## src/rtl/button_debouncer.sv

```systemverilog
// Push-button conditioner: 2-FF synchronizer, stability-qualified level,
// single-cycle press/release events and a wrapping press counter.
module button_debouncer #(
  parameter int STABLE_CYCLES = 1000000,
  parameter int CNT_WIDTH     = 20
) (
  input  logic       Clock_IN,
  input  logic       Reset,
  input  logic       Button_IN,
  output logic       Button_Level,
  output logic       Press_Pulse,
  output logic       Release_Pulse,
  output logic [7:0] Press_Count
);

  localparam logic [1:0] IDLE_LOW  = 2'd0;
  localparam logic [1:0] WAIT_HIGH = 2'd1;
  localparam logic [1:0] IDLE_HIGH = 2'd2;
  localparam logic [1:0] WAIT_LOW  = 2'd3;

  localparam logic [CNT_WIDTH-1:0] CNT_LAST =
    CNT_WIDTH'(STABLE_CYCLES - 1);
  localparam logic [CNT_WIDTH-1:0] CNT_ONE =
    CNT_WIDTH'(1);

  logic                 sync_q1;
  logic                 sync_q2;
  logic [1:0]           state;
  logic [1:0]           state_nxt;
  logic [CNT_WIDTH-1:0] cnt;
  logic [CNT_WIDTH-1:0] cnt_nxt;
  logic                 level_nxt;
  logic                 press_nxt;
  logic                 release_nxt;
  logic [7:0]           count_nxt;

  always_ff @(posedge Clock_IN or posedge Reset) begin
    if (Reset) begin
      sync_q1 <= 1'b0;
      sync_q2 <= 1'b0;
    end else begin
      sync_q1 <= Button_IN;
      sync_q2 <= sync_q1;
    end
  end

  // The entering sample counts as the first of the qualifying run.
  always_comb begin
    state_nxt   = state;
    cnt_nxt     = cnt;
    level_nxt   = Button_Level;
    press_nxt   = 1'b0;
    release_nxt = 1'b0;
    count_nxt   = Press_Count;
    case (state)
      IDLE_LOW: begin
        if (sync_q2) begin
          state_nxt = WAIT_HIGH;
          cnt_nxt   = CNT_ONE;
        end else begin
          cnt_nxt = '0;
        end
      end
      WAIT_HIGH: begin
        if (!sync_q2) begin
          state_nxt = IDLE_LOW;
          cnt_nxt   = '0;
        end else if (cnt == CNT_LAST) begin
          state_nxt = IDLE_HIGH;
          cnt_nxt   = '0;
          level_nxt = 1'b1;
          press_nxt = 1'b1;
          count_nxt = Press_Count + 8'd1;
        end else begin
          cnt_nxt = cnt + CNT_ONE;
        end
      end
      IDLE_HIGH: begin
        if (!sync_q2) begin
          state_nxt = WAIT_LOW;
          cnt_nxt   = CNT_ONE;
        end else begin
          cnt_nxt = '0;
        end
      end
      WAIT_LOW: begin
        if (sync_q2) begin
          state_nxt = IDLE_HIGH;
          cnt_nxt   = '0;
        end else if (cnt == CNT_LAST) begin
          state_nxt   = IDLE_LOW;
          cnt_nxt     = '0;
          level_nxt   = 1'b0;
          release_nxt = 1'b1;
        end else begin
          cnt_nxt = cnt + CNT_ONE;
        end
      end
      default: begin
        state_nxt = IDLE_LOW;
        cnt_nxt   = '0;
        level_nxt = 1'b0;
      end
    endcase
  end

  always_ff @(posedge Clock_IN or posedge Reset) begin
    if (Reset) begin
      state         <= IDLE_LOW;
      cnt           <= '0;
      Button_Level  <= 1'b0;
      Press_Pulse   <= 1'b0;
      Release_Pulse <= 1'b0;
      Press_Count   <= 8'd0;
    end else begin
      state         <= state_nxt;
      cnt           <= cnt_nxt;
      Button_Level  <= level_nxt;
      Press_Pulse   <= press_nxt;
      Release_Pulse <= release_nxt;
      Press_Count   <= count_nxt;
    end
  end

endmodule

```

## config.mk

```make
export PLATFORM = sky130hd
export DESIGN_NAME = button_debouncer
export DESIGN_NICKNAME = d
export VERILOG_FILES = /design/src/rtl/button_debouncer.sv
export SDC_FILE = /design/constraint.sdc
export NUM_CORES = 1
export LEC_CHECK = 0
export ABC_CLOCK_PERIOD_IN_PS = 3000
export CAP_MARGIN = 5
export CORE_ASPECT_RATIO = 0.75
export CORE_MARGIN = 2
export CORE_UTILIZATION = 46
export CTS_BUF_LIST = sky130_fd_sc_hd__clkbuf_2 sky130_fd_sc_hd__clkbuf_4 sky130_fd_sc_hd__clkbuf_8
export DETAILED_ROUTE_END_ITERATION = 12
export PLACE_DENSITY = 0.65
export SLEW_MARGIN = 20
export SYNTH_ARGS = -nofsm -noshare
export SYNTH_HDL_FRONTEND = slang
export SYNTH_SLANG_ARGS = --single-unit
```

## constraint.sdc

```tcl
create_clock -name Clock_IN -period 3 [get_ports Clock_IN]
set_clock_uncertainty 0.1 [all_clocks]
set_input_delay 0.6 -clock Clock_IN [delete_from_list [all_inputs] [get_ports Clock_IN]]
set_output_delay 0.6 -clock Clock_IN [all_outputs]
set_load 0.02 [all_outputs]
```

* Yosys cells after proc, flatten, opt, wreduce, memory -nomap -nowiden
Index checks and enable logic that the tools add are counted.
** Storage, ports and cells
- Memory bits (writable) :: 0
- Register bits after elaboration :: 35
- Latch bits :: 0
- Memory bits (read-only) :: 0
- Logic and storage cells :: 50
- Memories :: 0
** Operators by class
- Shift-type cells :: 0
- Multipliers :: 0
- Divide/modulo/power cells :: 0
- Eq/ne operators :: 12
- Bitwise logic cells :: 0
- Add/subtract/negate cells :: 2
- Reductions and logical operators :: 5
- Magnitude comparators :: 0
- Mux-type cells :: 23
** Operator list (number)
- one-hot mux 20 bit (4 select lines) :: 1
- two-way mux 20 bit :: 3
- adder 20 x 1 -> 20 bit (second input constant) :: 1
- equality test 20 bit (second input constant) :: 1
- two-way mux 2 bit :: 6
- != test 2 bit (second input constant) :: 6
- two-way mux 1 bit :: 11
- adder 8 x 1 -> 8 bit (second input constant) :: 1
- one-hot mux 2 bit (4 select lines) :: 1
- != test 3 bit (second input constant) :: 2
- AND reduction 5 bit :: 1
- equality test 2 bit (second input constant) :: 2
- AND reduction 4 bit :: 1
- AND reduction 3 bit :: 1
- equality test 2 x 1 -> 1 bit (second input constant) :: 1
- zero test 2 bit :: 1
- one-hot mux 1 bit (2 select lines) :: 1
- nonzero test 2 bit :: 1

* Depth between registers and ports, before layout
- Depth after elaboration :: 4
- Gate-level depth with buffers :: 7

* Worst setup path after synthesis
Ideal clock, no wire load.
- Kind :: reg2reg
- Start point :: reg cnt[0]
- End point :: reg (tool-made name)
- Data arrival time :: 1658 ps
- Cell stages (with the launch flop) :: 7
- Library setup time :: 125 ps
- Setup slack :: 1117 ps
- Clock period less this slack :: 1883 ps
- Path through :: dfrtp_1 ha_1 and4_1 buf_4 nand2_1 or3_4 mux2_4
** RTL lines
- start, declared :: RTL line 30 : logic [CNT_WIDTH-1:0] cnt;
- start signal, assigned :: RTL line 117 : cnt <= cnt_nxt;

* Worst setup path in the final report
- Start point :: reg cnt[0]
- End point :: reg cnt[5]
** Between the ends
- Word-level cells in the longest chain between the ends :: 4
- Elaborated cells between the ends (all ways) :: 6
** RTL lines
- adder 20 x 1 -> 20 bit / equality test 20 bit (equally long branches)
- two-way mux 20 bit * :: RTL line 68, 90
- two-way mux 20 bit, on equally long branches :: RTL line 87, 65
- one-hot mux 20 bit (4 select lines) * :: RTL line 55 : case (state)
- via cnt_nxt[5] :: RTL line 31 : logic [CNT_WIDTH-1:0] cnt_nxt;
Mark *: on every way through the listed nets, which the timed path passes. The rest lies on a longest branch.
A chain may end at the register's enable or synchronous reset.

==> qor.yml <==
floorplan:
  fp-row-count: 19
  core-area_um2: 3640
  die_x_um: 74.8
  ioPinCount: 14
  die_area_um2: 4280
  start_util: 0.476
  fp.dieH_um: 57.1
synth:
  yosysSeqAreaShare: 0.506
  yosys-top-cells-area: "dfrtp_1 (51%), xor2_1 (6.6%), xnor2_1 (4.0%)"
  netlist_instances: 159
  synth_seq_cells: 35
  netlist_area_um2: 1730
  yosys-top-cells-count: "dfrtp_1 (35), nor2_1 (18), xor2_1 (13)"
  synth_edf_count: 0
  async_flop_share: 1.00
  synth_most_common_cell: "dfrtp_1"
  synth_largest_area_cell: "dfrtp_1"
  synth_nets: 164
  yosys_warnings: 0
  synth_top_area_frac: 0.506
  synth-main-ff-cell: "dfrtp_1"
  avgSynthCellArea_um2: 10.9
  synth.distinct_cells: 39
route:
  wl_met2_um: 1470
  top_layer: "met4"
  routed_via_density: 5.26
  met3_length_um: 124
  drtIter0Drc: 37
  antenna_left: 0
  finalWirelength_um: 3280
  dr.pass1.iters: 4
  drt-met1-wl_um: 1630
  vias: 1210
  detail_route.wl_per_cell_um: 14.2
  drc: 0
global_routing:
  grt_max_degree: 36
  overflow: 0
  grt_first_pass_wirelength_um: 5840
  grtUsageTotal: 0.186
  antenna_found_initial: 0
  grt_pass1_vias: 1219
sta:
  tightest_slew_ps: 577
  rsz0062_at_grt: "no"
  max_freq_mhz: 450
  report.final.slew_viol_count: 0
  relSlewSlack: 0.613
  hold_violations: 0
  setup_viol: 0
  min_period_ps: 2220
  finalCritPeriodShare: 0.741
  setup_tns_ps: 0
cts:
  cts_tree: "yes"
  clockRootBuffer: "clkbuf_8"
  clk_pin_slew_ps: 70
  cts.sink_count: 35
  hold_buffers: 0
  ctsResizeCount: 0
  post_cts_buffers: 0
  h-tree-depth: 2
  clock_latency_ps: 280
  ctsLongestPathBuffers: 2
  cts_made_buffers: 5
placed_design:
  port-buffer-count: 13
  place.gp.congestion: 0.808
  hpwl_um: 2370
  dp.cells: 222
worst_hold_path:
  hold_start: "sync_q1"
  hold_depth: 0
  hp-class: "reg -> reg"
run_status:
  status: "finished, final reports clean"
critical_path:
  r2r_start: "cnt[0]"
  cp_max_fo: 19
  r2r_cells: 5
  crit_arrival_ps: 2260
  critPathLaunchType: "flip-flop"
  crit_required_ps: 3040
  crit_type: "reg -> reg"
  endpoint_kind: "flip-flop"
  crit_path_start: "cnt[0]"
power_and_ir_drop:
  powerDensity_nw_per_um2: 437
  power_uw: 882
  p_leak_nw: 0.854
  irDropWorstVdd_mv: 0.263
layout:
  multi_input_area_um2: 813
  layout.nets: 182
  drive_above_1_share: 0.129
  fin_cells: 230
  regArea_um2: 876
  fin_util: 0.555
  fillCellCount: 325
  area_growth_pct: 16.5
  num_antenna_cells: 0
run:
  drv_cap: 0
[power by group]
| part | leakage [nW] | total, mW | switching [mW] | internal, mW |
|---|---|---|---|---|
| sequential | 0.480 | 0.480 | 0.00432 | 0.476 |
| clock | 0.0549 | 0.377 | 0.158 | 0.218 |
| combinational | 0.319 | 0.0253 | 0.0175 | 0.00780 |
| total | 0.854 | 0.882 | 0.180 | 0.702 |
[path summary, 6_finish.rpt]
kind | end | slack, ps
worst min register to register | sync_q2 | 270
worst max register to register | cnt[5] | 780
worst max-delay path | cnt[5] | 780
min in group asynchronous | cnt[4] | 610
max in group asynchronous | cnt[13] | 1890
worst min-delay path | sync_q2 | 270
[sequential cells by signal, indices dropped and copies added (netlist names), named ones only]
signal,count
Press_Pulse,1
state,1
cnt,20
Press_Count,8
Release_Pulse,1
sync_q2,1
sync_q1,1
Button_Level,1
[metrics by stage]
| stage | instance area (um^2) | hold slack, ps | setup WS [ps] |
|---|---|---|---|
| finish | 2020 | 274 | 777 |
| global route | 2020 | 295 | 610 |
| CTS | 2020 | 285 | 741 |
| detailed placement | 1910 | 261 | 756 |
| global placement | 1910 | 237 | 909 |
| floorplan | 1730 | 231 | 1120 |
[kinds of logic after synthesis]
| family | share of synthesized area |
|---|---|
| XOR/XNOR | 0.106 |
| AND/OR/NAND/NOR | 0.269 |
| buffers and inverters | 0.0246 |
| adder cells (fa/ha/maj) | 0.0144 |
| AO/OA/AOI/OAI | 0.0650 |
| multiplexers | 0.0152 |
| flip-flops | 0.506 |
[layout by cell type, fill, tap and decap left out, drive strengths merged, types with 3 or more instances in the layout]
cell type,Yosys,layout
clkbuf,0,8
or3,6,6
nor4b,3,3
inv,6,6
nor4,3,3
xnor2,8,8
nand4,8,8
dfrtp,35,35
a21oi,5,5
and2,4,4
and4,3,3
o21ai,5,5
xor2,13,13
nand3,10,10
nand2,9,9
nor3,6,6
nor2,18,18
clkdlybuf4s50,0,13
[critical path, stage by stage (launching register included)]
cell and delay [ps]:
dfrtp_1 390, ha_1 230, and4_1 460, nand4_4 240, o211ai_4 540, nor2_1 110
[final cells by class]
cell class | instances | area share
multi-input cells | 115 | 0.403
clock buffers | 8 | 0.0515
inverters | 6 | 0.0112
well taps | 52 | 0.0322
repair buffers | 14 | 0.0682
flip-flops and latches | 35 | 0.434
[routing by layer]
metal / vias to the layer above / GRT usage
met5: - / 0
met4: 0 / 0.0867
li1: 602 / -
met3: 6 / 0.0671
met1: 580 / 0.262
met2: 22 / 0.257
(Power assumes the default switching activity.)
==> RTL change 1, RTL diff (config.mk and constraints unchanged) <==
The parameter `CNT_WIDTH` goes from 20 to 18.
--- a/src/rtl/button_debouncer.sv
+++ b/src/rtl/button_debouncer.sv
@@ -2,7 +2,7 @@
 // single-cycle press/release events and a wrapping press counter.
 module button_debouncer #(
   parameter int STABLE_CYCLES = 1000000,
-  parameter int CNT_WIDTH     = 20
+  parameter int CNT_WIDTH     = 18
 ) (
   input  logic       Clock_IN,
   input  logic       Reset,
Check against the original RTL: no difference found for any inputs over 10 cycles, from zero or initial values and one cycle with Reset high; that may be too few to reach the edited logic, so the function may still have changed.
==> RTL change 1 against the unedited design <==
- via count fell by 16%
- highest routed layer unchanged
- synthesized area fell by 12%
- sequential cell count fell by 2
- sequential share of layout area rose by 2.8 points
- total power rose by 2.9%
- routed wire length fell by 21%
- worst setup slack got worse by 82 ps
- die area fell by 11%
- cell area fell by 11%
==> RTL change 1: results (changes against the unedited design) <==
synth_nets: 142  # -13%
routedWlPerCell_um: 13.4  # -6.0%
synth_common_cells: "dfrtp_1, nor2_1, xor2_1, xnor2_1, nand3_1"
dp_hpwl_mm: 1.82  # -23%
power.leakage_uw: 0.000789  # -7.6%
cts_made_buffers: 5  # unchanged
grt_max_degree: 34  # -5.6%
grt_use_total_pct: 15.2  # -3.4 points
seqCellArea_um2: 826  # -5.7%
dominantRegCellSynth: "dfrtp_1"
worstHoldEndpoint: "sync_q2"
antenna_found_initial: 0  # unchanged
ys_seq_area_share_pct: 54.1  # +3.6 points
p_sw_share_pct: 19.0  # -1.4 points
yosys-top-cells-area: "dfrtp_1, xor2_1, xnor2_1, nor2_1, and4_1"
regToRegSetupSlack_ps: 700  # -80 ps
outcome: "completed"
vdd_drop_max_uv: 293  # +11%
grt_overflow_total: 0  # unchanged
end_kind: "register"
crit_slowest_cell: "or3_1"
insertion_delay_ps: 280  # about the same
cts_resized: 0  # unchanged
crit_arrival_ps: 2410  # +150 ps
layout.nets: 158  # -13%
cp_max_fo: 17  # -2
postPlaceCellArea_mm2: 0.00167  # -13%
synthArstFlopShare_pct: 100  # unchanged
top_regs: "cnt x18, Press_Count x8"
path_clk_slew_ps: 70  # about the same
holdPathStages: 0  # unchanged
drtPass1Iterations: 4  # unchanged
worst_pin_slew_ps: 582  # +4.79 ps
layout-drive-gt1-share_pct: 8.44  # -4.5 points
cts_max_level: 2  # unchanged
place_congestion: 0.738  # -8.7%
nFillCells: 275  # -15%
startpoint: "cnt[0]"
root_buffer: "clkbuf_8"
hold_ws_ps: 261  # -13.7 ps
n_antenna_cell: 0  # unchanged
cts_setup_buffers: 0  # unchanged
worstReg2RegEnd: "cnt[9]"
critPathTopFamily: "simple AND/OR/NAND/NOR gates"
r2r_cells: 6  # +1
via_count: 1016  # -16%
grt_pass1_wl_mm: 4.37  # -25%
grt_pass1_vias: 963  # -21%
synth-warning-count: 0  # unchanged
yosysUniqueCellTypes: 28  # -28%
cpPeakStageDelay_ps: 610  # +70 ps
drt_iter0_drc: 64  # +73%
-- RTL change 1: changes by cell type after synthesis, moves of 3 or more --
cell / unedited run / this run
nor3_1: 6 / 2
and3_1: 1 / 4
and4_1: 3 / 7
or3_1: 4 / 1
o21ai_0: 5 / 0
xnor2_1: 8 / 11
a21oi_1: 4 / 1
-- RTL change 1: power by group through the flow --
stage	sequential, µW	combinational (µW)	clock (µW)
3_3_place_gp	460	22.6	0
5_1_grt	453	26.3	465
4_1_cts	452	23.3	444
3_5_place_dp	461	23.1	0
6_report	452	22.1	433
2_1_floorplan	460	18.5	0
-- RTL change 1: cells by family (layout without fill, tap and decap cells) --
group / count (synthesis) / count (layout) / share of synthesized area [%]
compound gates: 3 / 3 / 1.31
xor+xnor: 24 / 24 / 13.8
fa+ha+maj: 2 / 2 / 1.64
buf+inv: 9 / 26 / 4.02
flops: 33 / 33 / 54.1
mux: 3 / 3 / 2.13
simple gates: 63 / 63 / 23.0
-- RTL change 1: area by class of cell --
type                       count  share of cell area [%]
sequential                    33                    46.2
multi-input combinational     95                    35.7
timing repair buffer          14                    7.70
clock buffer                   7                    5.04
tap                           40                    2.80
clock inverter                 1                    1.68
inverter                       4                   0.840
-- RTL change 1: per-layer routing --
metal,part of all wire (%),track usage [%],vias to the layer above
met5,0,0,-
met3,4.5,4.49,5
met4,1.2,5.77,0
met1,51,20.5,487
met2,44,23.4,25
li1,-,-,499
-- RTL change 1: per-stage QoR --
| stage | std cells | total power [µW] | setup WS, ps |
|---|---|---|---|
| after detailed placement | 186 | 484 | 701 |
| after CTS | 194 | 920 | 688 |
| final | 194 | 907 | 695 |
| after global routing | 194 | 944 | 507 |
| after floorplan | 137 | 478 | 876 |
| after global placement | 186 | 483 | 769 |
==> RTL change 2, RTL diff (config.mk and constraints unchanged) <==
Made on the original files. Put one more register stage on the output `Button_Level`, cleared by the reset. The value now appears one clock later. The other outputs are not delayed to match.
--- a/src/rtl/button_debouncer.sv
+++ b/src/rtl/button_debouncer.sv
@@ -22,6 +22,8 @@
     CNT_WIDTH'(STABLE_CYCLES - 1);
   localparam logic [CNT_WIDTH-1:0] CNT_ONE =
     CNT_WIDTH'(1);
+
+  logic Button_Level_s0;
 
   logic                 sync_q1;
   logic                 sync_q2;
@@ -48,7 +50,7 @@
   always_comb begin
     state_nxt   = state;
     cnt_nxt     = cnt;
-    level_nxt   = Button_Level;
+    level_nxt   = Button_Level_s0;
     press_nxt   = 1'b0;
     release_nxt = 1'b0;
     count_nxt   = Press_Count;
@@ -108,19 +110,27 @@
     if (Reset) begin
       state         <= IDLE_LOW;
       cnt           <= '0;
-      Button_Level  <= 1'b0;
+      Button_Level_s0 <= 1'b0;
       Press_Pulse   <= 1'b0;
       Release_Pulse <= 1'b0;
       Press_Count   <= 8'd0;
     end else begin
       state         <= state_nxt;
       cnt           <= cnt_nxt;
-      Button_Level  <= level_nxt;
+      Button_Level_s0 <= level_nxt;
       Press_Pulse   <= press_nxt;
       Release_Pulse <= release_nxt;
       Press_Count   <= count_nxt;
     end
   end
 
+  always_ff @(posedge Clock_IN or posedge Reset) begin
+    if (Reset) begin
+      Button_Level <= '0;
+    end else begin
+      Button_Level <= Button_Level_s0;
+    end
+  end
+
 endmodule
 
Function: no difference found for any inputs over 10 cycles, from zero or initial values and one cycle with Reset high; that may be too few to reach the edited logic, so the function may still have changed.
==> RTL change 2 against the unedited design <==
- routed wire length is 0.15% higher
- synthesized cell count is 2.5% higher
- sequential cell count is 1 higher
- first-iteration DRC count is 89% higher
- total power is 3.7% lower
- cell area is 2.2% lower
- synthesized area is 1.3% lower
- worst setup slack worse by 230 ps
- critical path depth is 1 higher
- critical endpoint is now cnt[13]
- highest routed layer unchanged
==> RTL change 2: results (changes against the unedited design) <==
cp_max_fo: 11  # -8
dpl_worst_slack_ps: 574  # -183 ps
dp_cells: 225  # +1.4%
top_regs: "cnt x20, Press_Count x8"
layout-drive-gt1-share_pct: 10.0  # -2.9 points
grt_use_total_pct: 18.5  # -0.11 points
antenna_found_initial: 0  # unchanged
synth_common_cells: "dfrtp_1, nor2_1, xor2_1, nand2_1"
root_buffer: "clkbuf_8"
dp_hpwl_mm: 2.28  # -3.7%
ys_seq_area_share_pct: 52.7  # +2.1 points
power.leakage_uw: 0.000817  # -4.2%
insertion_delay_ps: 280  # about the same
routed_wl_mm: 3.28  # +0.15%
drtPass1Iterations: 4  # unchanged
synth-warning-count: 0  # unchanged
vdd_drop_max_uv: 333  # +27%
nFillCells: 328  # +0.92%
dominantRegCellSynth: "dfrtp_1"
final_core_util_pct: 54.6  # -0.85 points
avgSynthCellArea_um2: 10.5  # -3.7%
cts_buffer_depth: 2  # unchanged
final_cell_count_no_fill: 232  # +0.87%
synthArstFlopShare_pct: 100  # unchanged
maxCapViolations: 0  # unchanged
path_clk_slew_ps: 70  # about the same
drt_iter0_drc: 70  # +89%
cts_max_level: 2  # unchanged
grt_pass1_vias: 1178  # -3.4%
hold_ws_ps: 261  # -13.3 ps
cts_made_buffers: 5  # unchanged
layout.nets: 185  # +1.6%
crit_arrival_ps: 2520  # +260 ps
grt_pass1_wl_mm: 5.73  # -2.0%
io_buffers: 13  # unchanged
cts_setup_buffers: 0  # unchanged
postPlaceCellArea_mm2: 0.00189  # -1.1%
p_sw_share_pct: 21.8  # +1.4 points
regToRegSetupSlack_ps: 550  # -230 ps
cts_resized: 0  # unchanged
place_congestion: 0.819  # +1.4%
synth_nets: 168  # +2.4%
hold_class: "register to register"
yosysUniqueCellTypes: 36  # -7.7%
yosys-top-cells-area: "dfrtp_1, xor2_1, xnor2_1, nor2_1, nand4_1"
slew_headroom_pct: 65.3  # +4.0 points
n_antenna_cell: 0  # unchanged
min_period_ps: 2450  # +227 ps
outcome: "completed"
grt_max_degree: 37  # +2.8%
via_count: 1277  # +5.5%
-- RTL change 2: logic make-up after synthesis --
family          Yosys count  synth area share (%)
mux                       2                  1.32
simple gates             75                  25.5
compound gates           15                  5.20
xor+xnor                 21                  10.8
flops                    36                  52.7
fa+ha+maj                 2                  1.46
buf+inv                  12                  3.07
-- RTL change 2: power by group through the flow --
| stage | combinational (µW) | sequential (µW) | clock (µW) |
|---|---|---|---|
| 4_1_cts | 27.2 | 493 | 338 |
| 6_report | 26.4 | 493 | 330 |
| 5_1_grt | 30.7 | 494 | 361 |
| 3_5_place_dp | 27.1 | 503 | 0 |
| 3_3_place_gp | 26.1 | 502 | 0 |
| 2_1_floorplan | 17.7 | 502 | 0 |
-- RTL change 2: final timing paths --
check                           cells after the start  startpoint       to
worst min register to register                      0     sync_q1  sync_q2
min in group asynchronous                           3       Reset   cnt[4]
worst max register to register                      6      cnt[0]  cnt[13]
worst min-delay path                                0     sync_q1  sync_q2
max in group asynchronous                           3       Reset   cnt[8]
worst max-delay path                                6      cnt[0]  cnt[13]
-- RTL change 2: layer usage --
metal	global-route usage, %	vias to the layer above	wire length, µm
met3	6.64	7	217
met1	28.8	620	1660
met2	22.6	40	1350
li1	-	610	-
met5	0	-	0
met4	8.16	0	59
-- RTL change 2: critical path, cell delays in order (launching register included) --
cell     delay (ps)
dfrtp_1         410
ha_1            240
and4_2          340
nand4_1         390
o21ai_2         540
buf_4           250
nor2_1           70
-- RTL change 2: cell type report --
class                      count  share of cell area [%]
sequential                    36                    45.6
multi-input combinational    115                    38.3
timing repair buffer          15                    7.35
clock buffer                   6                    3.87
tap                           52                    3.30
inverter                       7                    1.33
clock inverter                 1                   0.253
